--- src/rtl/uart_periph_if.sv ---
// uart_periph_if: native valid/ready CPU bus slice seen by the UART.
// master drives valid/enable/addr/wdata/wstrb; slave returns ready/rdata.
interface uart_periph_if;
  logic        mem_valid;
  logic        enable;
  logic [3:0]  mem_addr;
  logic [31:0] mem_wdata;
  logic [3:0]  mem_wstrb;
  logic        mem_ready;
  logic [31:0] mem_rdata;

  modport master (
    output mem_valid, enable, mem_addr,
    output mem_wdata, mem_wstrb,
    input  mem_ready, mem_rdata
  );

  modport slave (
    input  mem_valid, enable, mem_addr,
    input  mem_wdata, mem_wstrb,
    output mem_ready, mem_rdata
  );
endinterface

--- src/rtl/uart_periph.sv ---
// uart_periph: memory-mapped 8N1 UART with TX FIFO, RX holding reg, divisor.
// Ports: clk, reset (sync high), bus (slave), uart_tx, uart_rx, irq.
module uart_periph #(
  parameter int BAUD_DIV      = 434,
  parameter int TX_FIFO_DEPTH = 16
) (
  input  logic         clk,
  input  logic         reset,
  uart_periph_if.slave bus,
  output logic         uart_tx,
  input  logic         uart_rx,
  output logic         irq
);
  localparam int AW = $clog2(TX_FIFO_DEPTH);

  typedef enum logic [1:0] {
    S_IDLE, S_START, S_DATA, S_STOP
  } st_t;

  logic [15:0] divisor, lat_clamped;
  logic        ready_q;
  logic [31:0] rdata_q, rd_val;
  logic        rx_valid, overrun;
  logic [7:0]  rx_byte;

  logic [7:0]  fifo [TX_FIFO_DEPTH];
  logic [AW:0] wr_ptr, rd_ptr;
  logic        full, empty, push, pop;

  logic        acc, wr, push_req, ack;
  logic        rd_clr, stat_wr, div_wr;
  logic [1:0]  sel;

  assign lat_clamped = (divisor < 16'd2) ? 16'd2 : divisor;

  assign full  = (wr_ptr[AW] != rd_ptr[AW]) &&
                 (wr_ptr[AW-1:0] == rd_ptr[AW-1:0]);
  assign empty = (wr_ptr == rd_ptr);

  assign sel      = bus.mem_addr[3:2];
  assign wr       = |bus.mem_wstrb;
  assign acc      = bus.mem_valid & bus.enable & ~ready_q;
  assign push_req = acc & wr & (sel == 2'd0) & bus.mem_wstrb[0];
  // A push into a full FIFO waits unless the TX side pops on this edge.
  assign ack      = acc & ~(push_req & full & ~pop);
  assign push     = push_req & ack;
  assign rd_clr   = ack & ~wr & (sel == 2'd0);
  assign stat_wr  = ack & wr & (sel == 2'd1);
  assign div_wr   = ack & wr & (sel == 2'd2);

  assign bus.mem_ready = ready_q;
  assign bus.mem_rdata = rdata_q;
  assign irq           = rx_valid;

  logic unused;
  assign unused = ^{bus.mem_addr[1:0], bus.mem_wdata[31:16]};

  // TX state
  st_t         tx_st, tx_st_n;
  logic [15:0] tx_cnt, tx_cnt_n, tx_lat, tx_lat_n;
  logic [2:0]  tx_bit, tx_bit_n;
  logic [7:0]  tx_sh, tx_sh_n;
  logic        tx_n, tx_end, tx_go;

  // RX state
  st_t         rx_st, rx_st_n;
  logic [15:0] rx_cnt, rx_cnt_n, rx_lat, rx_lat_n;
  logic [2:0]  rx_bit, rx_bit_n;
  logic [7:0]  rx_sh, rx_sh_n;
  logic        rx_s1, rx_s2, rx_prev, rx_store;

  always_comb begin
    rd_val = 32'd0;
    unique case (1'b1)
      (sel == 2'd0): rd_val = {23'd0, rx_valid, rx_byte};
      (sel == 2'd1): rd_val = {27'd0, tx_st != S_IDLE, overrun,
                               rx_valid, empty, full};
      (sel == 2'd2): rd_val = {16'd0, divisor};
      default:       rd_val = 32'd0;
    endcase
  end

  always_ff @(posedge clk) begin
    if (push) fifo[wr_ptr[AW-1:0]] <= bus.mem_wdata[7:0];
  end

  always_ff @(posedge clk) begin
    if (reset) begin
      ready_q  <= 1'b0;
      rdata_q  <= 32'd0;
      divisor  <= 16'(BAUD_DIV);
      wr_ptr   <= '0;
      rd_ptr   <= '0;
      rx_valid <= 1'b0;
      rx_byte  <= 8'd0;
      overrun  <= 1'b0;
    end else begin
      ready_q <= ack;
      rdata_q <= (ack & ~wr) ? rd_val : 32'd0;
      if (push) wr_ptr <= wr_ptr + 1'b1;
      if (pop)  rd_ptr <= rd_ptr + 1'b1;
      if (div_wr && bus.mem_wstrb[0]) divisor[7:0]  <= bus.mem_wdata[7:0];
      if (div_wr && bus.mem_wstrb[1]) divisor[15:8] <= bus.mem_wdata[15:8];
      if (stat_wr) overrun <= 1'b0;
      // A store coinciding with the read-clear keeps rx_valid set.
      if (rx_store) begin
        rx_byte  <= rx_sh;
        rx_valid <= 1'b1;
        if (rx_valid && !rd_clr) overrun <= 1'b1;
      end else if (rd_clr) begin
        rx_valid <= 1'b0;
      end
    end
  end

  assign tx_end = (tx_cnt == tx_lat - 16'd1);

  always_comb begin
    tx_st_n  = tx_st;
    tx_cnt_n = tx_cnt + 16'd1;
    tx_lat_n = tx_lat;
    tx_bit_n = tx_bit;
    tx_sh_n  = tx_sh;
    tx_go    = 1'b0;
    unique case (tx_st)
      S_IDLE: tx_go = ~empty;
      S_START: if (tx_end) begin
        tx_cnt_n = 16'd0;
        tx_st_n  = S_DATA;
      end
      S_DATA: if (tx_end) begin
        tx_cnt_n = 16'd0;
        tx_sh_n  = {1'b0, tx_sh[7:1]};
        tx_bit_n = tx_bit + 3'd1;
        if (tx_bit == 3'd7) tx_st_n = S_STOP;
      end
      S_STOP: if (tx_end) begin
        tx_go   = ~empty;
        tx_st_n = S_IDLE;
      end
      default: tx_st_n = S_IDLE;
    endcase
    if (tx_go) begin
      tx_st_n  = S_START;
      tx_cnt_n = 16'd0;
      tx_bit_n = 3'd0;
      tx_lat_n = lat_clamped;
      tx_sh_n  = fifo[rd_ptr[AW-1:0]];
    end
    pop  = tx_go;
    tx_n = (tx_st_n == S_START) ? 1'b0 :
           (tx_st_n == S_DATA)  ? tx_sh_n[0] : 1'b1;
  end

  always_ff @(posedge clk) begin
    if (reset) begin
      tx_st   <= S_IDLE;
      tx_cnt  <= 16'd0;
      tx_lat  <= 16'd2;
      tx_bit  <= 3'd0;
      tx_sh   <= 8'd0;
      uart_tx <= 1'b1;
    end else begin
      tx_st   <= tx_st_n;
      tx_cnt  <= tx_cnt_n;
      tx_lat  <= tx_lat_n;
      tx_bit  <= tx_bit_n;
      tx_sh   <= tx_sh_n;
      uart_tx <= tx_n;
    end
  end

  always_comb begin
    rx_st_n  = rx_st;
    rx_cnt_n = rx_cnt + 16'd1;
    rx_lat_n = rx_lat;
    rx_bit_n = rx_bit;
    rx_sh_n  = rx_sh;
    rx_store = 1'b0;
    unique case (rx_st)
      S_IDLE: if (rx_prev && !rx_s2) begin
        rx_st_n  = S_START;
        rx_cnt_n = 16'd0;
        rx_lat_n = lat_clamped;
      end
      S_START: if (rx_cnt == (rx_lat >> 1) - 16'd1) begin
        rx_cnt_n = 16'd0;
        rx_bit_n = 3'd0;
        rx_st_n  = rx_s2 ? S_IDLE : S_DATA;
      end
      S_DATA: if (rx_cnt == rx_lat - 16'd1) begin
        rx_cnt_n = 16'd0;
        rx_sh_n  = {rx_s2, rx_sh[7:1]};
        rx_bit_n = rx_bit + 3'd1;
        if (rx_bit == 3'd7) rx_st_n = S_STOP;
      end
      S_STOP: if (rx_cnt == rx_lat - 16'd1) begin
        rx_st_n  = S_IDLE;
        rx_store = rx_s2;
      end
      default: rx_st_n = S_IDLE;
    endcase
  end

  always_ff @(posedge clk) begin
    if (reset) begin
      rx_s1   <= 1'b1;
      rx_s2   <= 1'b1;
      rx_prev <= 1'b1;
      rx_st   <= S_IDLE;
      rx_cnt  <= 16'd0;
      rx_lat  <= 16'd2;
      rx_bit  <= 3'd0;
      rx_sh   <= 8'd0;
    end else begin
      rx_s1   <= uart_rx;
      rx_s2   <= rx_s1;
      rx_prev <= rx_s2;
      rx_st   <= rx_st_n;
      rx_cnt  <= rx_cnt_n;
      rx_lat  <= rx_lat_n;
      rx_bit  <= rx_bit_n;
      rx_sh   <= rx_sh_n;
    end
  end
endmodule

--- src/flat_wrapper.sv ---
// flat-port wrapper written by rule: the top's interface ports become plain ports
module uart_periph_flat 
#(
  parameter int BAUD_DIV      = 434,
  parameter int TX_FIFO_DEPTH = 16
)
  (clk, reset, uart_tx, uart_rx, irq, bus_mem_valid, bus_enable, bus_mem_addr, bus_mem_wdata, bus_mem_wstrb, bus_mem_ready, bus_mem_rdata);
  uart_periph_if bus_i ();
  input  logic clk;
  input  logic reset;
  output logic uart_tx;
  input  logic uart_rx;
  output logic irq;
  input wire logic [$bits(bus_i.mem_valid)-1:0] bus_mem_valid;
  input wire logic [$bits(bus_i.enable)-1:0] bus_enable;
  input wire logic [$bits(bus_i.mem_addr)-1:0] bus_mem_addr;
  input wire logic [$bits(bus_i.mem_wdata)-1:0] bus_mem_wdata;
  input wire logic [$bits(bus_i.mem_wstrb)-1:0] bus_mem_wstrb;
  output wire logic [$bits(bus_i.mem_ready)-1:0] bus_mem_ready;
  output wire logic [$bits(bus_i.mem_rdata)-1:0] bus_mem_rdata;
  assign bus_i.mem_valid = bus_mem_valid;
  assign bus_i.enable = bus_enable;
  assign bus_i.mem_addr = bus_mem_addr;
  assign bus_i.mem_wdata = bus_mem_wdata;
  assign bus_i.mem_wstrb = bus_mem_wstrb;
  assign bus_mem_ready = bus_i.mem_ready;
  assign bus_mem_rdata = bus_i.mem_rdata;
  uart_periph #(.BAUD_DIV(BAUD_DIV), .TX_FIFO_DEPTH(TX_FIFO_DEPTH)) u_core (.clk(clk), .reset(reset), .bus(bus_i), .uart_tx(uart_tx), .uart_rx(uart_rx), .irq(irq));
endmodule
--- config.mk ---
export PLATFORM = sky130hd
export DESIGN_NAME = uart_periph_flat
export DESIGN_NICKNAME = d
export VERILOG_FILES = /design/src/rtl/uart_periph_if.sv /design/src/rtl/uart_periph.sv /design/src/flat_wrapper.sv
export SDC_FILE = /design/constraint.sdc
export NUM_CORES = 1
export LEC_CHECK = 0
export BUFFER_PORTS_ARGS = -buffer_cell sky130_fd_sc_hd__buf_2
export CAP_MARGIN = 40
export CORE_ASPECT_RATIO = 0.75
export CORE_MARGIN = 2
export CORE_UTILIZATION = 40
export CTS_CLUSTER_SIZE = 40
export DETAILED_ROUTE_END_ITERATION = 10
export GPL_TIMING_DRIVEN = 1
export PLACE_DENSITY = 0.65
export SETUP_SLACK_MARGIN = 0.15
export SYNTH_ARGS = -nofsm -noshare
export SYNTH_HDL_FRONTEND = slang
export SYNTH_SLANG_ARGS = --single-unit
export TNS_END_PERCENT = 50
--- constraint.sdc ---
create_clock -name clk -period 6.9 [get_ports clk]
set_input_delay 1.725 -clock clk [delete_from_list [all_inputs] [get_ports clk]]
set_output_delay 1.725 -clock clk [all_outputs]
set_load 0.005 [all_outputs]
### After elaboration in Yosys (flattened, before gate mapping)

Memory sizes are Yosys's and may differ from the RTL's. A register that Yosys moved wholly into a read port is not among the register bits.
Cells that the tools add are included.

| storage, ports and cells | value |
|---|---|
| output and inout bits | 35 |
| bits in registers | 163 |
| memory bits (writable) | 128 |
| memory bits (read-only) | 0 |
| memories | 1 |
| word-level logic and storage cells | 145 |
| bits in latches | 0 |
| input port bits | 45 |

| cells by class | value |
|---|---|
| order comparisons | 1 |
| shift operators | 0 |
| add/sub/neg operators | 9 |
| bitwise logic cells | 20 |
| equality and inequality tests | 23 |
| $mul | 0 |
| reduce and logical (&&, ||, !) cells | 25 |
| divide/modulo/power cells | 0 |
| muxes and demuxes | 42 |

Memory list:

| memory | depth | bits a word | rd ports | clocked after memory_dff | wr ports | RTL line | source |
|---|---|---|---|---|---|---|---|
| u_core.fifo | 16 | 8 | 1 | 1 | 1 | uart_periph.sv:26 | `logic [7:0] fifo [TX_FIFO_DEPTH];` |

Operator list:

| operator | count |
|---|---|
| 16-bit 2-to-1 mux | 6 |
| 16-bit case mux with 3 select lines | 2 |
| 16-bit equality test | 3 |
| 16-bit by 1-bit adder with 16-bit output (second input constant) | 2 |
| 16-bit by 1-bit subtractor with 16-bit output (second input constant) | 2 |
| 8-bit 2-to-1 mux | 3 |
| 2-bit 2-to-1 mux | 11 |
| 16-bit by 2-bit less-than comparator with 1-bit output (second input constant) | 1 |
| 15-bit by 1-bit subtractor with 16-bit output (second input constant) | 1 |
| 1-bit bitwise AND | 14 |
| 2-bit equality test (second input constant) | 6 |
| 1-bit 2-to-1 mux | 12 |
| 5-bit by 1-bit adder with 5-bit output (second input constant) | 2 |
| 2-bit by 1-bit != test with 1-bit output (second input constant) | 5 |
| 2-bit nonzero test | 5 |
| 2-bit by 1-bit equality test with 1-bit output (second input constant) | 4 |
| 4-bit 2-to-1 mux | 2 |
| 2-bit case mux with 4 select lines | 1 |
| 2-bit AND reduction | 4 |
| 3-bit by 1-bit adder with 3-bit output (second input constant) | 2 |
| 3-bit equality test (second input constant) | 2 |
| 2-bit logical NOT | 3 |
| 3-bit 2-to-1 mux | 2 |
| 1-bit inverter | 6 |
| 12 further kinds | 19 |

### Logic depth before layout (Yosys ltp)

| depth | value |
|---|---|
| depth after elaboration | 15 |
| depth in mapped cells | 13 |

### Worst setup path before layout

OpenSTA, ideal clock, no wires.

| path | value |
|---|---|
| kind | input to register |
| start | input bus_mem_valid |
| end | memory u_core.fifo[3][0] (enable) |
| stages on the path | 7 |
| path buffers | 0 |
| slack | 3146 ps |
| arrival | 3371 ps |
| path through | nand2_1 nor2_1 nand3_1 or3_1 o21ai_2 nand2_1 nor3_1 |

| between the ends | value |
|---|---|
| word-level cells in the longest chain between the ends | 12 |

Ends and longest elaborated chain:

| item | RTL line | source |
|---|---|---|
| start, declared | flat_wrapper.sv:14 | `input wire logic [$bits(bus_i.mem_valid)-1:0] bus_mem_valid;` |
| 1-bit bitwise AND * (2 in series) | uart_periph.sv:42 | `assign acc = bus.mem_valid & bus.enable & ~ready_q;` |
| 1-bit bitwise AND (3 in series) | uart_periph.sv:43 | `assign push_req = acc & wr & (sel == 2'd0) & bus.mem_wstrb[0];` |
| 1-bit bitwise AND (2 in series) | uart_periph.sv:45 | `assign ack = acc & ~(push_req & full & ~pop);` |
| 1-bit inverter | uart_periph.sv:45 |  |
| 1-bit bitwise AND | uart_periph.sv:45 |  |
| 1-bit bitwise AND * | uart_periph.sv:46 | `assign push = push_req & ack;` |
| 1-bit 2-to-1 mux * | uart_periph.sv:84 | `if (push) fifo[wr_ptr[AW-1:0]] <= bus.mem_wdata[7:0];` |
| 1-bit 2-to-1 mux (not written as such) * | uart_periph.sv:84 |  |
| end, declared | uart_periph.sv:26 |  |

Mark *: on every way between the ends. The rest lies on a longest branch, timed or not.

### Worst setup path in the final report

| path | value |
|---|---|
| start | register u_core.tx_lat[0] |
| end | memory u_core.fifo[11][4] (enable) |

| between the ends | value |
|---|---|
| word-level cells in the longest chain between the ends | 11 |

Ends and longest elaborated chain:

| item | RTL line | source |
|---|---|---|
| start, declared | uart_periph.sv:60 | `logic [15:0] tx_cnt, tx_cnt_n, tx_lat, tx_lat_n;` |
| start signal, assigned | uart_periph.sv:166 | `tx_lat <= tx_lat_n;` |
| 16-bit by 1-bit subtractor with 16-bit output | uart_periph.sv:116 | `assign tx_end = (tx_cnt == tx_lat - 16'd1);` |
| 16-bit equality test | uart_periph.sv:116 |  |
| 1-bit 2-to-1 mux | uart_periph.sv:137 | `S_STOP: if (tx_end) begin` |
| 1-bit case mux with 2 select lines | uart_periph.sv:125 | `unique case (tx_st)` |
| 1-bit inverter | uart_periph.sv:45 |  |
| 1-bit bitwise AND | uart_periph.sv:45 |  |
| 1-bit inverter | uart_periph.sv:45 |  |
| 1-bit bitwise AND | uart_periph.sv:45 |  |
| 1-bit bitwise AND | uart_periph.sv:46 |  |
| 1-bit 2-to-1 mux | uart_periph.sv:84 |  |
| 1-bit 2-to-1 mux (not written as such) | uart_periph.sv:84 |  |

No other way between the ends.

==> metrics.txt <==
clk sinks 279; gr usage total 0.1714; Port-buffer cells 45; Overflow after GRT 0; Area Growth Syn to Fin 11.73%; outcome complete, no violations; hold_buf cts 0; sw frac 0.2652; Synth Instances 1118; Tightest Pin Transition 925.2 ps; min-delay worst type reg2reg; CP arrival 4720 ps; Max Clock Skew 13.01 ps; EDFF count, synth 128; Wirelength per Cell 18.01 um; vias in the first global route 8131; DRT antenna net count 0; ys async rst share 0; DR top layer met4; Critical Path RT 7080 ps; minimum clock period 4542 ps; Core Area 31250 sq um; largest net degree at the start of global routing 87; RSZ-0062 raised after global routing no; met3 wire len 1523 um; Fillers 2835; average size of a mapped cell 11.38 sq um; CTS H-tree lvls 1; initial antenna violation count 0; # DRC 0; Seq cells post-synth 279; first-pass GRT wire length 44840 um; global placement routability congestion 0.8609; pwr dens 286.8 nW/um^2; Vias/cell 5.374; post-DP HPWL 19290 um; Final Hold Vio Count 0; clock tree from TritonCTS yes; Initial DRC Count 639; max_cap viols 0; Cell Area, Synth 12720 sq um; layout cells sized above 1 0.1368; row count 56; Critical Path Source Type register; Synth top area share 0.3022; Slew headroom 0.3832; CP max FO 8; top post-synthesis cells by area edfxtp_1 (30%), dfxtp_1 (24%), mux4_2 (7.1%); DRT Pass-1 Iters 5; worst skew pair latency 550 ps; Via Count 8426; Clock Path Buffers 3; post-CTS setup buffers 0; Max VDD drop 0.1856 mV; synth unique cells 68; I/O pin count 80; CTS resizes 0; Die X 209.9 um; Final setup violation count 0; final worst-path cycle share 0.6583; register share of total power 0.453; Num CTS Buffers 27; sw power 1.081 mW; Peak Freq 0.2202 GHz; Clk Tree Root Cell clkbuf_16; Tot Pwr 4.075 mW; Leak 5.269 nW; clock transition at the registers of the reported paths 70 ps; Final Max Tran Viols 0; Setup crit end kind register; Inserted Diodes 0; total internal power 2.995 mW; Ys Warns 0; kind of critical path reg2reg; starting density of the core 0.4070; main flop type after synthesis dfxtp_1; clock share of power 0.386; WL final 28240 um; Final nets 1211; Die ar. 33260 sq um; Total Neg Setup Slack 0 ps; WL met2 12460 um; cell taking the most area after synthesis edfxtp_1; Gate power share 0.162; Seq/Total Area, Yosys 0.5398; chip height 158.4 um; DRT met1 WL 13840 um
[per-stage QoR]
step / setup slack (ps) / hold WS [ps] / std cells / instance area (sq um) / utilization
floorplan: 3146 / 389.5 / 1133 / 12780 / -
global placement: 2551 / 399.4 / 1518 / 13250 / 0.4241
detailed placement: 2429 / 394.5 / 1519 / 13260 / 0.4243
CTS: 2371 / 406.6 / 1568 / 14210 / 0.4548
global route: 1931 / 427.2 / 1568 / 14210 / 0.4548
finish: 2358 / 403.8 / 1568 / 14210 / 0.4548
[per-layer routing]
layer	up-vias	track usage
li1	4065	-
met1	4131	0.2551
met2	202	0.2645
met3	28	0.02801
met4	0	0.03479
met5	-	0
[final timing paths]
path	cells after the start	startpoint	slack, ps	endpoint
worst min-delay path	1	u_core.rx_s1$_SDFF_PP1_	400	u_core.rx_s2$_SDFF_PP1_
worst min register to register	1	u_core.rx_s1$_SDFF_PP1_	400	u_core.rx_s2$_SDFF_PP1_
worst max-delay path	10	u_core.tx_lat[0]$_SDFFE_PP0N_	2360	u_core.fifo[11][4]$_DFFE_PP_
worst max register to register	10	u_core.tx_lat[0]$_SDFFE_PP0N_	2360	u_core.fifo[11][4]$_DFFE_PP_
[cells by family (layout without fill, tap and decap cells)]
kind of cell | after synthesis | count (layout) | share of synthesized area
buffers and inverters | 101 | 130 | 0.03472
adder cells (fa/ha/maj) | 24 | 24 | 0.02361
other | 1 | 16 | 0.0002948
flip-flops | 279 | 279 | 0.5398
AO/OA/AOI/OAI | 118 | 118 | 0.06020
XOR/XNOR | 96 | 96 | 0.06610
multiplexers | 109 | 109 | 0.1255
AND/OR/NAND/NOR | 390 | 390 | 0.1497
[critical path, stage by stage, from the launching register on]
cell       delay [ps]
dfxtp_1           390
inv_1              90
ha_1              210
nor3b_1           610
nand4_1           200
or3_1             440
a2111oi_0         480
nand4bb_1         310
o21ai_2           450
nand2_1           280
nor2_1            700
[power groups by stage]
stage	registers (mW)	clock network [mW]	logic [mW]
6_report	1.84	1.57	0.659
5_1_grt	1.85	1.68	0.727
4_1_cts	1.84	1.61	0.661
3_5_place_dp	1.88	0	0.657
3_3_place_gp	1.88	0	0.643
2_1_floorplan	1.85	0	0.538
[flip-flops by register name (all words and copies together) (netlist names), 5 cells and up, named ones only]
signal                count
u_core.bus.mem_rdata     16
u_core.divisor           16
u_core.fifo             128
u_core.rd_ptr             5
u_core.rx_byte            8
u_core.rx_cnt            16
u_core.rx_lat            16
u_core.rx_sh              8
u_core.tx_cnt            16
u_core.tx_lat            16
u_core.tx_sh              8
u_core.wr_ptr             5
[final cells by class]
class                   count  area [sq um]  area share
clock buffers              34         745.7     0.05247
clock inverters            15         205.2     0.01444
inverters                  24         90.09    0.006339
multi-input cells         753          5479      0.3855
flip-flops and latches    279          6868      0.4833
well taps                 406         508.0     0.03575
repair buffers             57         315.3     0.02219
[cells in the final DEF, fill, tap and decap left out, types with 4 or more instances in the layout]
cell type / Yosys / routed
nand3_1: 49 / 49
inv_1: 23 / 23
conb_1: 1 / 16
a211oi_1: 10 / 10
or4_1: 4 / 4
xor2_1: 40 / 40
nor3b_1: 4 / 4
a21o_1: 4 / 4
dfxtp_1: 151 / 150
ha_1: 24 / 24
clkbuf_16: 0 / 27
nor3_1: 13 / 13
nor2b_1: 6 / 6
bufinv_16: 0 / 4
or3_1: 8 / 8
o21ai_0: 16 / 16
edfxtp_1: 128 / 128
buf_2: 2 / 45
nor2_1: 152 / 152
a21oi_1: 37 / 37
nand2b_1: 12 / 12
a31oi_1: 6 / 6
o211ai_1: 7 / 7
nor4_1: 20 / 20
buf_4: 16 / 12
nand2_1: 66 / 66
xnor2_1: 56 / 56
nand4_1: 12 / 12
o31ai_1: 7 / 7
a211o_1: 4 / 4
and3_1: 20 / 20
mux2i_1: 68 / 68
clkbuf_8: 0 / 4
mux4_2: 40 / 40
[Yosys cell counts, types with 3 or more instances]
master and count:
xor2_1 40, a211oi_1 10, buf_4 16, nand2_1 66
o22ai_1 3, inv_1 23, nor2_1 152, clkbuf_1 48
nor3b_1 4, o211ai_1 7, mux2i_1 68, xnor2_1 56
a211o_1 4, nor4b_1 3, or2_2 3, ha_1 24
nand3_1 49, nor3_1 13, nor4_1 20, buf_1 11
dfxtp_1 151, a21oi_1 37, nand2b_1 12, o31ai_1 7
o21ai_1 3, mux4_2 40, or3_1 8, or4_1 4
o21ai_0 16, a21o_1 4, a31oi_1 6, nor2b_1 6
edfxtp_1 128, and3_1 20, nand4_1 12
(Power assumes the default switching activity.)
